<file path="src/rtl/exp_delay_line.sv">
// Fixed-depth shift register carrying a data word and its valid bit; busy_o flags any
// occupied slot so the checker knows when the pipeline has drained.
module exp_delay_line #(
  parameter int unsigned DEPTH = 4,
  parameter int unsigned W     = 8
) (
  input  logic         clk_i,
  input  logic         rst_i,
  input  logic         vld_i,
  input  logic [W-1:0] data_i,
  output logic         vld_o,
  output logic [W-1:0] data_o,
  output logic         busy_o
);

  logic [DEPTH-1:0] vld_q;
  logic [W-1:0]     data_q [DEPTH];

  always_ff @(posedge clk_i) begin
    if (rst_i) begin
      vld_q <= '0;
      for (int unsigned i = 0; i < DEPTH; i++) data_q[i] <= '0;
    end else begin
      vld_q[0]  <= vld_i;
      data_q[0] <= data_i;
      for (int unsigned i = 1; i < DEPTH; i++) begin
        vld_q[i]  <= vld_q[i-1];
        data_q[i] <= data_q[i-1];
      end
    end
  end

  assign vld_o  = vld_q[DEPTH-1];
  assign data_o = data_q[DEPTH-1];
  assign busy_o = |vld_q;

endmodule

</file>
<file path="config.mk">
export PLATFORM = sky130hd
export DESIGN_NAME = exp_delay_line
export DESIGN_NICKNAME = d
export VERILOG_FILES = /design/src/rtl/exp_delay_line.sv
export SDC_FILE = /design/constraint.sdc
export NUM_CORES = 1
export LEC_CHECK = 0
export ABC_CLOCK_PERIOD_IN_PS = 1350
export BUFFER_PORTS_ARGS = -buffer_cell sky130_fd_sc_hd__buf_2
export CAP_MARGIN = 10
export CORE_ASPECT_RATIO = 0.8
export CORE_MARGIN = 3
export CORE_UTILIZATION = 25
export CTS_CLUSTER_SIZE = 28
export DETAILED_ROUTE_END_ITERATION = 10
export PLACE_DENSITY = 0.5
export SYNTH_ARGS = -nofsm -noshare
export SYNTH_HDL_FRONTEND = slang
export SYNTH_SLANG_ARGS = --single-unit
</file>
<file path="constraint.sdc">
create_clock -name clk_i -period 1.35 [get_ports clk_i]
set_input_delay 0.405 -clock clk_i [delete_from_list [all_inputs] [get_ports clk_i]]
set_output_delay 0.405 -clock clk_i [all_outputs]
set_load 0.1 [all_outputs]
</file>
# Word-level counts from Yosys, hierarchy flattened
# Memory sizes are Yosys's and may differ from the RTL's.
# Cells that the tools add are included.
# totals
reg_bits	4
inputBits	11
n_memories	1
ramBits	32
output_inout_bits	10
elab_cells	14
# mem_list
memory	words	width	read_ports	rd_clocked_by_memory_dff	write_ports	line	source
data_q	4	8	4	0	4	17	logic [W-1:0] data_q [DEPTH];
# op_classes
n_reduce_logical	1
n_mux	7
n_bitwise	4
# ops
operator	n
2-to-1 mux 8 bit	4
bitwise OR 1 bit	4
OR reduction 4 bit	1
2-to-1 mux 1 bit	3

# Longest topological paths before layout
# logic_depth
word_depth	3
mapped_depth	2
mapped_depth_nobuf	1

# Worst setup path before layout
# Ideal clock, no wire load.
# synth_path
path_kind	register to output
startpoint	register vld_q[3]
endpoint	output busy_o
slack_ps	-794
stages_incl_launch_ff	2
t_arrival_ps	1739
required_time_ps	945
n_path_buf	0
path_cell_list	dfxtp_1 > or4_1
# synth_via
elab_chain_cells	1
# synth_rtl
item	line	source
from (decl)	16	logic [DEPTH-1:0] vld_q;
from (signal, indexed assignment)	27	vld_q[i] <= vld_q[i-1];
OR reduction 4 bit	35	assign busy_o = |vld_q;
to (decl)	13	output logic busy_o
# Every way passes these cells.

# Final worst setup path
# layout_path
startpoint	register vld_q[1]
endpoint	output busy_o
# The elaborated chain is that of the path after synthesis.

==> impl_metrics.csv <==
group,metric,value,unit
run_status,status,"finished with violations",
run_status,violations,"negative setup slack",
clock_tree,cts.hold.buffers_added,0,
placed_design,dp.cells,150,
timing,worstMarginPinSlew,142,ps
logic_synthesis,ys_warn_count,0,
timing,slew_violations,0,
clock_tree,clk_latency,280,ps
detailed_routing,first_pass_iters,3,
layout,syn_to_final_growth,35.4,%
clock_tree,path_clk_slew,60,ps
setup_path,worstPathMaxFanout,2,
clock_tree,htree_num_levels,2,
timing,finalSetupTns,-366,ps
timing,rsz0062_at_grt,"yes",
logic_synthesis,syn_inst,84,
layout,final_nets,113,
timing,fin_ws,-366,ps
detailed_routing,drc,0,
grt,grt_max_degree,37,
detailed_routing,via_count,514,
detailed_routing,final_antenna_net_count,0,
timing,fmax,583,MHz
timing,period_minus_slack,1720,ps
timing,fin_skew,3.79,ps
floorplanning,initial_utilization,26.5,%
grt,grt_pass1_wl,2.04,mm
floorplanning,die_w,77.7,µm
layout,drive_above_1_share,29.1,%
grt,grt_usage,5.89,%
layout,num-fill-cells,397,
run,maxCapViolations,0,
timing,period_share,127,%
layout,final_cell_mix,"nor2b_1, dfxtp_1, buf_2, buf_12, clkbuf_8",
timing,relSlewSlack,90.5,%
setup_path,worstRegToRegCells,1,
timing,setup_viol,1,
logic_synthesis,avgSynthCellArea,12.2,µm²
min_path,hold_depth,2,
setup_path,worst_setup_path_end_kind,"output port",
layout,final_common_cell,"nor2b_1",
floorplanning,core-area,3880,µm²
layout,post-route-util,35.9,%
pwr,leakage,0.561,nW
timing,hold_viol,0,
detailed_routing,drt-initial-drc-count,16,
placed_design,io_buffers,20,
setup_path,crit_path_end,"busy_o",
layout,stdcell_count,158,
floorplanning,die_h,63.4,µm
clock_tree,cts_root_buffer,"clkbuf_8",
floorplanning,fp-row-count,20,
clock_tree,cts_tree,"built",
grt,grt_pass1_vias,500,
logic_synthesis,synth_seq_cells,36,
placed_design,gp_congestion,0.569,
setup_path,cp.arrival,1310,ps
setup_path,rr_endpoint,"vld_q[2]",
floorplanning,dieArea,4920,µm²
setup_path,cp-startpoint,"vld_q[1]",
setup_path,r2r_start,"vld_q[1]",
floorplanning,io_pins,21,
grt,grt_overflow,0,
clock_tree,clock-sinks,36,
logic_synthesis,netlist_area,1030,µm²
setup_path,critPathKind,"flip-flop to output port",
setup_path,rrSetupSlack,800,ps
setup_path,critPathLaunchType,"flip-flop",
pwr,powerDensity,1440,nW/µm²
clock_tree,numCtsBuffers,5,
layout,antenna_cells,0,
logic_synthesis,synthDistinctLibCells,5,
detailed_routing,wl,1.22,mm
detailed_routing,wire_per_inst,7.70,µm
grt,antenna_found_initial,0,
min_path,hold_class,"primary input to flip-flop",
detailed_routing,routed_via_density,3.25,
pwr,vdd_ir_drop_max,0.547,mV
logic_synthesis,syn-num-nets,95,
logic_synthesis,ys_seq_area_share,70.1,%
clock_tree,cts_buffer_depth,2,
setup_path,critPathRequiredTime,950,ps
-- logic make-up after synthesis --
family,after synthesis,synth area share (%)
AND/OR/NAND/NOR,37,22.6
flip-flops,36,70.1
buffers and inverters,11,7.30
-- area by class of cell --
class                      count  area, µm²  share of cell area, %
clock buffer                   8       90.1                   6.47
multi-input combinational     37        236                   17.0
sequential                    36        724                   52.0
tap                           55       68.8                   4.94
timing repair buffer          22        273                   19.6
-- repair_timing --
action	CTS	global route
hold endpoints to repair	0	0
setup buffers	0	0
gates resized for setup	3	0
setup endpoints to repair	1	1
-- stage by stage --
stage,worst slack [ps],hold WS [ps],power (mW),instance area (µm²)
final,-366,336,2.00,1390
after global routing,-396,325,2.09,1390
after CTS,-378,326,2.03,1390
after detailed placement,-162,420,1.27,1290
after global placement,-150,417,1.27,1290
after floorplan,-172,414,1.23,1040
-- where the power goes --
part | total (mW) | internal (mW) | switching (mW)
logic | 0.146 | 0.0636 | 0.0823
clock network | 0.748 | 0.415 | 0.332
registers | 1.11 | 1.10 | 0.00961
total | 2.00 | 1.58 | 0.424
-- cell usage after synthesis --
cell type | number | area [µm²]
or4_1 | 1 | 7.51
nor2b_1 | 36 | 225
buf_4 | 8 | 60.1
dfxtp_1 | 36 | 721
buf_2 | 3 | 15.0
-- layer usage --
| layer | track usage [%] | wire length [µm] | vias to the layer above |
|---|---|---|---|
| met5 | 0 | 0 | - |
| met4 | 6.00 | 48 | 0 |
| met3 | 4.43 | 123 | 7 |
| met2 | 7.26 | 474 | 24 |
| met1 | 6.10 | 569 | 203 |
| li1 | - | - | 280 |
-- registers in the layout, summed over array words and instances (netlist names) --
name,count
vld_q,4
data_q,32
-- how the worst min path moves through the flow --
stage                             start             to
after floorplan            data_q[0][2]  data_q[0][10]
after global placement     data_q[0][7]  data_q[0][15]
after CTS                     data_i[7]   data_q[0][7]
final                         data_i[7]   data_q[0][7]
after detailed placement  data_q[0][11]  data_q[0][19]
after global routing          data_i[7]   data_q[0][7]
-- critical path, cell delays in order, from the launching register on --
cell	delay [ps]
dfxtp_1	310
or4_4	530
buf_8	190
(Power assumes the default switching activity.)
